--- config.mk ---
export PLATFORM = sky130hd
export DESIGN_NAME = adder_share_arb_flat
export DESIGN_NICKNAME = d
export VERILOG_FILES = /design/src/rtl/adder_share_arb_if.sv /design/src/rtl/adder_share_arb.sv /design/src/flat_wrapper.sv
export SDC_FILE = /design/constraint.sdc
export NUM_CORES = 1
export LEC_CHECK = 0
export ABC_AREA = 1
export CAP_MARGIN = 20
export CORE_AREA = 5 5 159 161
export CTS_BUF_LIST = sky130_fd_sc_hd__clkbuf_8
export CTS_CLUSTER_SIZE = 12
export DETAILED_ROUTE_END_ITERATION = 12
export DIE_AREA = 0 0 164 166
export GPL_TIMING_DRIVEN = 0
export HOLD_SLACK_MARGIN = 0.03
export PLACE_DENSITY = 0.72
export SYNTH_ARGS = -nofsm -noshare
export SYNTH_HDL_FRONTEND = slang
export SYNTH_SLANG_ARGS = --single-unit
--- constraint.sdc ---
create_clock -name clk -period 2.59 [get_ports clk]
set_input_delay 0.259 -clock clk [delete_from_list [all_inputs] [get_ports clk]]
set_output_delay 0.259 -clock clk [all_outputs]
set_load 0.05 [all_outputs]
--- src/rtl/adder_share_arb_if.sv ---
// Bundle for adder_share_arb: requester channels, response channel, shared-adder
// connection and debug visibility of the sequencer state.
interface adder_share_arb_if #(
  parameter int WIDTH   = 32,
  parameter int NUM_REQ = 4,
  parameter int ID_W    = $clog2(NUM_REQ)
);
  // Handshakes: a transfer happens on a rising edge where valid and ready are
  // both high; valid must not depend on ready, and operands are only looked at
  // in the cycle req_ready is high. rsp_* stay stable while rsp_valid && !rsp_ready.
  logic [NUM_REQ-1:0]       req_valid;
  logic [NUM_REQ-1:0]       req_ready;
  logic [NUM_REQ*WIDTH-1:0] req_a;
  logic [NUM_REQ*WIDTH-1:0] req_b;
  logic [NUM_REQ-1:0]       req_sub;

  logic                     rsp_valid;
  logic                     rsp_ready;
  logic [ID_W-1:0]          rsp_id;
  logic [WIDTH-1:0]         rsp_sum;
  logic                     rsp_overflow;
  logic                     rsp_zero;
  logic                     rsp_exception;

  logic [WIDTH-1:0]         add_i_1;
  logic [WIDTH-1:0]         add_i_2;
  logic                     add_invert_i_2;
  logic [WIDTH-1:0]         add_o;
  logic                     add_overflow_flag;
  logic                     add_zero_flag;
  logic                     add_exception_flag;

  logic [1:0]               dbg_state;
  logic [ID_W-1:0]          dbg_last_grant;

  modport slave (
    input  req_valid, req_a, req_b, req_sub, rsp_ready,
           add_o, add_overflow_flag, add_zero_flag, add_exception_flag,
    output req_ready, rsp_valid, rsp_id, rsp_sum, rsp_overflow, rsp_zero,
           rsp_exception, add_i_1, add_i_2, add_invert_i_2,
           dbg_state, dbg_last_grant
  );

  modport master (
    output req_valid, req_a, req_b, req_sub, rsp_ready,
           add_o, add_overflow_flag, add_zero_flag, add_exception_flag,
    input  req_ready, rsp_valid, rsp_id, rsp_sum, rsp_overflow, rsp_zero,
           rsp_exception, add_i_1, add_i_2, add_invert_i_2,
           dbg_state, dbg_last_grant
  );
endinterface

--- src/rtl/adder_share_arb.sv ---
// Round-robin arbiter/sequencer time-sharing one combinational adder between
// NUM_REQ requesters. Define ADDER_ARB_ENABLE_EN to add the add_enable output.
module adder_share_arb #(
  parameter int WIDTH   = 32,
  parameter int NUM_REQ = 4,
  parameter int ID_W    = $clog2(NUM_REQ)
) (
  input  logic             clk,
  input  logic             rst_n,
  adder_share_arb_if.slave bus
`ifdef ADDER_ARB_ENABLE_EN
  ,
  output logic             add_enable
`endif
);

  typedef enum logic [1:0] {
    IDLE = 2'd0,
    EXEC = 2'd1,
    RESP = 2'd2
  } state_e;

  state_e             state_q, state_d;
  logic [ID_W-1:0]    last_grant_q, last_grant_d;
  logic [WIDTH-1:0]   op_a_q, op_a_d;
  logic [WIDTH-1:0]   op_b_q, op_b_d;
  logic               op_sub_q, op_sub_d;
  logic [ID_W-1:0]    op_id_q, op_id_d;
  logic               rsp_valid_q, rsp_valid_d;
  logic [ID_W-1:0]    rsp_id_q, rsp_id_d;
  logic [WIDTH-1:0]   rsp_sum_q, rsp_sum_d;
  logic               rsp_overflow_q, rsp_overflow_d;
  logic               rsp_zero_q, rsp_zero_d;
  logic               rsp_exception_q, rsp_exception_d;

  logic [ID_W-1:0]    cand;
  logic [ID_W-1:0]    winner;
  logic               found;
  logic               accept;
  logic [NUM_REQ-1:0] req_ready_c;
  logic [WIDTH-1:0]   win_a;
  logic [WIDTH-1:0]   win_b;
  logic               win_sub;

  // Search upward from last_grant+1 so the most recent winner has lowest priority.
  always_comb begin
    cand   = '0;
    winner = '0;
    found  = 1'b0;
    for (int k = 1; k <= NUM_REQ; k++) begin
      cand = ID_W'((int'(last_grant_q) + k) % NUM_REQ);
      for (int i = 0; i < NUM_REQ; i++) begin
        if (!found && bus.req_valid[i] && (ID_W'(i) == cand)) begin
          found  = 1'b1;
          winner = cand;
        end
      end
    end
  end

  // Reset gates the grant so nothing is accepted while rst_n is low.
  assign accept = rst_n && found &&
                  ((state_q == IDLE) || ((state_q == RESP) && bus.rsp_ready));

  always_comb begin
    req_ready_c = '0;
    win_a       = '0;
    win_b       = '0;
    win_sub     = 1'b0;
    for (int i = 0; i < NUM_REQ; i++) begin
      if (ID_W'(i) == winner) begin
        req_ready_c[i] = accept;
        win_a          = bus.req_a[i*WIDTH +: WIDTH];
        win_b          = bus.req_b[i*WIDTH +: WIDTH];
        win_sub        = bus.req_sub[i];
      end
    end
  end

  always_comb begin
    state_d         = state_q;
    last_grant_d    = last_grant_q;
    op_a_d          = op_a_q;
    op_b_d          = op_b_q;
    op_sub_d        = op_sub_q;
    op_id_d         = op_id_q;
    rsp_valid_d     = rsp_valid_q;
    rsp_id_d        = rsp_id_q;
    rsp_sum_d       = rsp_sum_q;
    rsp_overflow_d  = rsp_overflow_q;
    rsp_zero_d      = rsp_zero_q;
    rsp_exception_d = rsp_exception_q;

    case (state_q)
      EXEC: begin
        rsp_valid_d     = 1'b1;
        rsp_id_d        = op_id_q;
        rsp_sum_d       = bus.add_o;
        rsp_overflow_d  = bus.add_overflow_flag;
        rsp_zero_d      = bus.add_zero_flag;
        rsp_exception_d = bus.add_exception_flag;
        state_d         = RESP;
      end
      RESP: begin
        if (bus.rsp_ready) begin
          rsp_valid_d = 1'b0;
          state_d     = IDLE;
        end
      end
      default: begin
        state_d = state_q;
      end
    endcase

    // A new grant overrides the IDLE fallback, giving RESP->EXEC back-to-back.
    if (accept) begin
      op_a_d       = win_a;
      op_b_d       = win_b;
      op_sub_d     = win_sub;
      op_id_d      = winner;
      last_grant_d = winner;
      state_d      = EXEC;
    end
  end

  always_ff @(posedge clk or negedge rst_n) begin
    if (!rst_n) begin
      state_q         <= IDLE;
      last_grant_q    <= ID_W'(NUM_REQ - 1);
      op_a_q          <= '0;
      op_b_q          <= '0;
      op_sub_q        <= 1'b0;
      op_id_q         <= '0;
      rsp_valid_q     <= 1'b0;
      rsp_id_q        <= '0;
      rsp_sum_q       <= '0;
      rsp_overflow_q  <= 1'b0;
      rsp_zero_q      <= 1'b0;
      rsp_exception_q <= 1'b0;
    end else begin
      state_q         <= state_d;
      last_grant_q    <= last_grant_d;
      op_a_q          <= op_a_d;
      op_b_q          <= op_b_d;
      op_sub_q        <= op_sub_d;
      op_id_q         <= op_id_d;
      rsp_valid_q     <= rsp_valid_d;
      rsp_id_q        <= rsp_id_d;
      rsp_sum_q       <= rsp_sum_d;
      rsp_overflow_q  <= rsp_overflow_d;
      rsp_zero_q      <= rsp_zero_d;
      rsp_exception_q <= rsp_exception_d;
    end
  end

`ifdef ADDER_ARB_ENABLE_EN
  logic add_enable_q, add_enable_d;

  // High for exactly the cycles the FSM spends in EXEC.
  always_comb begin
    add_enable_d = (state_d == EXEC);
  end

  always_ff @(posedge clk or negedge rst_n) begin
    if (!rst_n) begin
      add_enable_q <= 1'b0;
    end else begin
      add_enable_q <= add_enable_d;
    end
  end

  assign add_enable = add_enable_q;
`endif

  assign bus.req_ready      = req_ready_c;
  assign bus.rsp_valid      = rsp_valid_q;
  assign bus.rsp_id         = rsp_id_q;
  assign bus.rsp_sum        = rsp_sum_q;
  assign bus.rsp_overflow   = rsp_overflow_q;
  assign bus.rsp_zero       = rsp_zero_q;
  assign bus.rsp_exception  = rsp_exception_q;
  assign bus.add_i_1        = op_a_q;
  assign bus.add_i_2        = op_b_q;
  assign bus.add_invert_i_2 = op_sub_q;
  assign bus.dbg_state      = state_q;
  assign bus.dbg_last_grant = last_grant_q;

endmodule
--- src/flat_wrapper.sv ---
// flat-port wrapper written by rule: the top's interface ports become plain ports
module adder_share_arb_flat 
#(
  parameter int WIDTH   = 32,
  parameter int NUM_REQ = 4,
  parameter int ID_W    = $clog2(NUM_REQ)
)
  (clk, rst_n, bus_req_valid, bus_req_a, bus_req_b, bus_req_sub, bus_rsp_ready, bus_add_o, bus_add_overflow_flag, bus_add_zero_flag, bus_add_exception_flag, bus_req_ready, bus_rsp_valid, bus_rsp_id, bus_rsp_sum, bus_rsp_overflow, bus_rsp_zero, bus_rsp_exception, bus_add_i_1, bus_add_i_2, bus_add_invert_i_2, bus_dbg_state, bus_dbg_last_grant);
  adder_share_arb_if #(.WIDTH(WIDTH), .NUM_REQ(NUM_REQ), .ID_W(ID_W)) bus_i ();
  input  logic clk;
  input  logic rst_n;
  input wire logic [$bits(bus_i.req_valid)-1:0] bus_req_valid;
  input wire logic [$bits(bus_i.req_a)-1:0] bus_req_a;
  input wire logic [$bits(bus_i.req_b)-1:0] bus_req_b;
  input wire logic [$bits(bus_i.req_sub)-1:0] bus_req_sub;
  input wire logic [$bits(bus_i.rsp_ready)-1:0] bus_rsp_ready;
  input wire logic [$bits(bus_i.add_o)-1:0] bus_add_o;
  input wire logic [$bits(bus_i.add_overflow_flag)-1:0] bus_add_overflow_flag;
  input wire logic [$bits(bus_i.add_zero_flag)-1:0] bus_add_zero_flag;
  input wire logic [$bits(bus_i.add_exception_flag)-1:0] bus_add_exception_flag;
  output wire logic [$bits(bus_i.req_ready)-1:0] bus_req_ready;
  output wire logic [$bits(bus_i.rsp_valid)-1:0] bus_rsp_valid;
  output wire logic [$bits(bus_i.rsp_id)-1:0] bus_rsp_id;
  output wire logic [$bits(bus_i.rsp_sum)-1:0] bus_rsp_sum;
  output wire logic [$bits(bus_i.rsp_overflow)-1:0] bus_rsp_overflow;
  output wire logic [$bits(bus_i.rsp_zero)-1:0] bus_rsp_zero;
  output wire logic [$bits(bus_i.rsp_exception)-1:0] bus_rsp_exception;
  output wire logic [$bits(bus_i.add_i_1)-1:0] bus_add_i_1;
  output wire logic [$bits(bus_i.add_i_2)-1:0] bus_add_i_2;
  output wire logic [$bits(bus_i.add_invert_i_2)-1:0] bus_add_invert_i_2;
  output wire logic [$bits(bus_i.dbg_state)-1:0] bus_dbg_state;
  output wire logic [$bits(bus_i.dbg_last_grant)-1:0] bus_dbg_last_grant;
  assign bus_i.req_valid = bus_req_valid;
  assign bus_i.req_a = bus_req_a;
  assign bus_i.req_b = bus_req_b;
  assign bus_i.req_sub = bus_req_sub;
  assign bus_i.rsp_ready = bus_rsp_ready;
  assign bus_i.add_o = bus_add_o;
  assign bus_i.add_overflow_flag = bus_add_overflow_flag;
  assign bus_i.add_zero_flag = bus_add_zero_flag;
  assign bus_i.add_exception_flag = bus_add_exception_flag;
  assign bus_req_ready = bus_i.req_ready;
  assign bus_rsp_valid = bus_i.rsp_valid;
  assign bus_rsp_id = bus_i.rsp_id;
  assign bus_rsp_sum = bus_i.rsp_sum;
  assign bus_rsp_overflow = bus_i.rsp_overflow;
  assign bus_rsp_zero = bus_i.rsp_zero;
  assign bus_rsp_exception = bus_i.rsp_exception;
  assign bus_add_i_1 = bus_i.add_i_1;
  assign bus_add_i_2 = bus_i.add_i_2;
  assign bus_add_invert_i_2 = bus_i.add_invert_i_2;
  assign bus_dbg_state = bus_i.dbg_state;
  assign bus_dbg_last_grant = bus_i.dbg_last_grant;
  adder_share_arb #(.WIDTH(WIDTH), .NUM_REQ(NUM_REQ), .ID_W(ID_W)) u_core (.clk(clk), .rst_n(rst_n), .bus(bus_i));
endmodule
-- After elaboration in Yosys (flattened, before gate mapping)
Index checks and enable logic that the tools add are counted.
- ROM bits: 0
- bits in latches: 0
- bits in registers: 109
- memories: 0
- RAM bits: 0
- word-level logic and storage cells: 148
- reduce and logical (&&, ||, !) cells: 60
- bitwise gates (word level): 0
- equal/unequal tests: 19
- shift operators: 0
- divide/modulo/power cells: 0
- order comparisons: 0
- multiply operators: 0
- add/sub/neg operators: 4
- multiplexer cells: 53
- operators by type and width (operator ; count):
    two-way mux 32 bit ; 8
    two-way mux 2 bit ; 18
    logical AND 1 bit ; 34
    two-way mux 1 bit ; 25
    == test 2 bit, first input constant ; 10
    zero test 1 bit ; 15
    zero test 2 bit ; 6
    == test 1 x 2 -> 1 bit, first input constant ; 5
    adder 2 x 1 -> 2 bit, second input constant ; 2
    adder 2 bit, second input constant ; 2
    one-hot mux 2 bit (2 select lines) ; 1
    AND reduction 2 bit ; 2
    != test 3 x 2 -> 1 bit, second input constant ; 1
    nonzero test 3 bit ; 1
    == test 2 x 1 -> 1 bit, second input constant ; 1
    == test 2 bit, second input constant ; 1
    != test 2 bit, second input constant ; 1
    one-hot mux 1 bit (2 select lines) ; 1
    nonzero test 2 bit ; 1
    logical OR 1 bit ; 1

-- Longest topological paths before layout
- word-level depth: 69
- mapped depth: 16

-- Worst setup path after synthesis
OpenSTA, ideal clock, no wires.
- kind: reg-to-output
- start: reg u_core.last_grant_q[0], in the netlist u_core.bus.dbg_last_grant[0]
- end: out bus_req_ready[0]
- data arrival time: 3.147 ns
- stages on the path, launching flop included: 11
- slack: -0.816 ns
- cells stage by stage: dfstp_2 > inv_1 > ha_1 > nand2_1 > nand2_1 > o21ai_0 > o21ai_1 > a21oi_2 > nand2_4 > clkbuf_1 > nor3_1
- word-level cells in the longest chain between the ends: 67
- RTL lines (item ; line ; source):
    start: declaration ; adder_share_arb.sv:24 ; logic [ID_W-1:0] last_grant_q, last_grant_d;
    start signal: assignment ; adder_share_arb.sv:129 ; last_grant_q <= ID_W'(NUM_REQ - 1);
    start signal: assignment ; adder_share_arb.sv:142 ; last_grant_q <= last_grant_d;
    adder 2 x 1 -> 2 bit ; adder_share_arb.sv:51 ; cand = ID_W'((int'(last_grant_q) + k) % NUM_REQ);
    zero test 2 bit ; adder_share_arb.sv:53 ; if (!found && bus.req_valid[i] && (ID_W'(i) == cand)) begin
    logical AND 1 bit ; adder_share_arb.sv:53 ;
    two-way mux 1 bit ; adder_share_arb.sv:53 ;
    zero test 1 bit ; adder_share_arb.sv:53 ;
    logical AND 1 bit (2 in series) ; adder_share_arb.sv:53 ;
    two-way mux 1 bit ; adder_share_arb.sv:53 ;
    zero test 1 bit ; adder_share_arb.sv:53 ;
    [47 not listed] ; n/a ;
    zero test 1 bit ; adder_share_arb.sv:53 ;
    logical AND 1 bit (2 in series) ; adder_share_arb.sv:53 ;
    two-way mux 1 bit ; adder_share_arb.sv:53 ;
    zero test 1 bit ; adder_share_arb.sv:53 ;
    logical AND 1 bit (2 in series) ; adder_share_arb.sv:53 ;
    two-way mux 1 bit ; adder_share_arb.sv:53 ;
    logical AND 1 bit (2 in series) ; adder_share_arb.sv:62 ; assign accept = rst_n && found &&
    two-way mux 1 bit (*) ; adder_share_arb.sv:71 ; if (ID_W'(i) == winner) begin
    end: declaration ; flat_wrapper.sv:21 ; output wire logic [$bits(bus_i.req_ready)-1:0] bus_req_ready;
Mark *: on every way between the ends. The rest lies on a longest branch, timed or not.

-- Worst setup path in the final report
Same ends and word-level chain as after synthesis.

==> summary.md <==
| Metric | Value |
|---|---|
| Placed Area | `11270 sq um` |
| Final instance area | `13650 sq um` |
| Compound-Gate Fraction of Synth Area | `11.27%` |
| Clk buf depth | `2` |
| Starting DRT DRC Count | `423` |
| Rel. slew slack | `52.68%` |
| Max-Cap Viols | `0` |
| Critical path class | `flop to output pin` |
| Drt first pass iters | `5` |
| Htree depth | `3` |
| Commonest non-fill, non-tap cells in the layout | `clkdlybuf4s50_1 (407), nand2_1 (273), dfrtp_1 (107)` |
| Drt drc | `0` |
| Critical path startpoint category | `flop` |
| Nets | `1709` |
| Type of destination of the critical path | `output pin` |
| CTS tree | `done` |
| ANT cells | `0` |
| Initial antenna violation count | `0` |
| Final Hold Viols | `0` |
| Via density | `4.684` |
| Commonest non-fill, non-tap cell in the layout | `clkdlybuf4s50_1` |
| Area of the core | `23820 sq um` |
| Clock transition at path regs | `130 ps` |
| Final core occ | `57.31%` |
| Pin count of the biggest net entering global routing | `58` |
| Final worst slack | `-393.3 ps` |
| Mapped Avg Cell Area | `7.208 sq um` |
| Num CTS Buffers | `9` |
| Post-synthesis sequential area ratio | `41.53%` |
| Actual slew at the worst max-slew pin | `709.8 ps` |
| Syn. warnings | `0` |
| All-Layer GR Usage | `24.19%` |
| Setup Skew | `25.37 ps` |
| Final Max Tran Viols | `0` |
| Layout cell share with drive strength beyond 1 | `25.62%` |
| XOR/XNOR Fraction of Synth Area | `0%` |
| HPWL after DPL | `24.13 mm` |
| Library cells used by synthesis | `29` |
| Setup TNS Final | `-20810 ps` |
| First-pass GRT wire length | `49.93 mm` |
| Die H | `166 um` |
| Avg WL per Cell | `20.01 um` |
| Adder-Cell Fraction of Synth Area | `2.094%` |
| Antenna-violating nets left | `0` |
| Starting Density | `27.60%` |
| Syn Std Cell Area | `6574 sq um` |
| Max Clk Rate | `335.2 MHz` |
| Final period util | `115.2%` |
| Critical Path RT | `2330 ps` |
| Tmin final | `2983 ps` |
| Mux share of post-synthesis cell area | `5.995%` |
| Fill count | `2091` |
| Post-Layout Cell Count | `1725` |
| Area Growth Syn to Fin | `107.7%` |
| Vias in the first global route | `8336` |
| Boundary pin count | `413` |
| Worst path arrival time | `2720 ps` |
| FP Rows | `57` |
| Routability cong. | `0.8588` |
| Final setup violation count | `69` |
| Clock root buffer | `clkbuf_8` |
| Total wire length | `34.51 mm` |
| Placed cells | `1649` |
| Combinational family with the most area after synthesis | `simple AND/OR/NAND/NOR gates` |
| CP max FO | `5` |
| Total grt overflow | `0` |
| I/O Buffers | `412` |
| Syn nets | `1225` |
| RSZ-0062 raised after global routing | `true` |
| Worst-Skew Late Latency | `410 ps` |
| Mapped Cells | `912` |
| Die ar. | `27220 sq um` |
| Die Wd | `164 um` |
| Vias | `8080` |
| Status | `finished with violations` |
| CTS sink cnt | `109` |
| Post-Synth Simple-Gate Area | `28.25%` |
| Synth Register Bits | `109` |
| Hold Crit Class | `primary input to asynchronous set/reset pin` |
| Failing checks | `negative setup slack` |
worst max-delay path, cell delays in order, from the launching register on:
cell and delay (ps):
dfstp_4 700, inv_8 60, ha_4 160, nand2_4 60, nand2_4 60, buf_4 150
o21ai_1 160, o21ai_2 90, a21oi_2 200, nand2_4 130, clkbuf_16 190, nor3_4 180
buf_6 180
cells by family after synthesis:
family | Yosys count
and+or+nand+nor | 455
buffers and inverters | 161
AOI/OAI and AO/OA | 141
DFF | 109
muxes | 35
adders and majority gates | 11
cell type report:
class / instances / area, sq um / area share (%)
buffer: 50 / 605.6 / 4.436
sequential: 109 / 2738 / 20.06
clock inverter: 6 / 62.56 / 0.4583
tap: 324 / 405.4 / 2.970
timing repair buffer: 475 / 5065 / 37.10
multi-input combinational: 642 / 4199 / 30.76
clock buffer: 10 / 137.6 / 1.008
inverter: 109 / 437.9 / 3.208
path summary, 6_finish.rpt:
kind                                                          start                                  endpoint  slack [ps]  cells past startpoint
max                        u_core.bus.dbg_last_grant[0]$_DFFE_PN1N_                          bus_req_ready[0]        -390                     12
min                                                           rst_n        u_core.bus.rsp_sum[16]$_DFFE_PN0P_         390                      3
max reg2reg                u_core.bus.dbg_last_grant[0]$_DFFE_PN1N_        u_core.bus.add_i_1[30]$_DFFE_PN0N_        -370                     19
min reg2reg                       u_core.bus.add_i_2[7]$_DFFE_PN0N_         u_core.bus.add_i_2[7]$_DFFE_PN0N_         490                      2
max in group asynchronous                                     rst_n  u_core.bus.dbg_last_grant[1]$_DFFE_PN1N_        1860                      3
min in group clk                                      bus_add_o[22]        u_core.bus.rsp_sum[22]$_DFFE_PN0P_         470                      2
synthesized netlist by cell type, drive strengths merged:
cell type	instances	area [sq um]
clkbuf	22	82.58
inv	109	409.1
nor3	2	10.01
o21ai	129	645.6
buf	30	222.7
ha	11	137.6
nand3	74	375.4
o22ai	1	6.260
mux2	35	394.1
dfrtp	107	2678
dfstp	2	52.55
o2111ai	2	30.03
a21oi	8	51.30
nand2	365	1388
o21a	1	7.510
nor4	1	6.260
nor2	13	77.57
sequential cells by signal (all words and copies together), names as in the netlist:
| name | cells |
|---|---|
| u_core.bus.rsp_overflow | 1 |
| u_core.bus.rsp_exception | 1 |
| u_core.op_id_q | 2 |
| u_core.bus.dbg_state | 2 |
| u_core.bus.add_invert_i_2 | 1 |
| u_core.bus.rsp_id | 2 |
| u_core.bus.rsp_zero | 1 |
| u_core.bus.add_i_2 | 32 |
| u_core.bus.rsp_valid | 1 |
| u_core.bus.dbg_last_grant | 2 |
| u_core.bus.add_i_1 | 32 |
| u_core.bus.rsp_sum | 32 |
stage by stage:
step / worst slack (ps) / hold slack (ps)
6_report: -393.3 / 389.5
3_5_place_dp: -1558 / 254.4
5_1_grt: -541.7 / 407.7
4_1_cts: -437.3 / 386.2
2_1_floorplan: -83.70 / -36.59
3_3_place_gp: -5201 / 460.6
metal layers:
| layer | track usage [%] | share of wire (%) | vias to the layer above |
|---|---|---|---|
| met5 | 0 | 0 | - |
| met4 | 6.455 | 2.1 | 0 |
| met3 | 7.372 | 9.8 | 42 |
| met2 | 44.33 | 52 | 384 |
| met1 | 26.96 | 36 | 3804 |
| li1 | - | - | 3850 |
repair_timing:
item | in CTS | in global routing
cloned | 10 | 1
endpoints found under the hold margin | 53 | 0
pin swaps | 108 | 13
hold buffers | 2 | 0
buffers inserted | 40 | 12
resized for setup | 366 | 39
endpoints found under the setup margin | 75 | 75
Power is not shown: default switching activity piles up to over one toggle a cycle in this logic, so the estimate is an artifact.
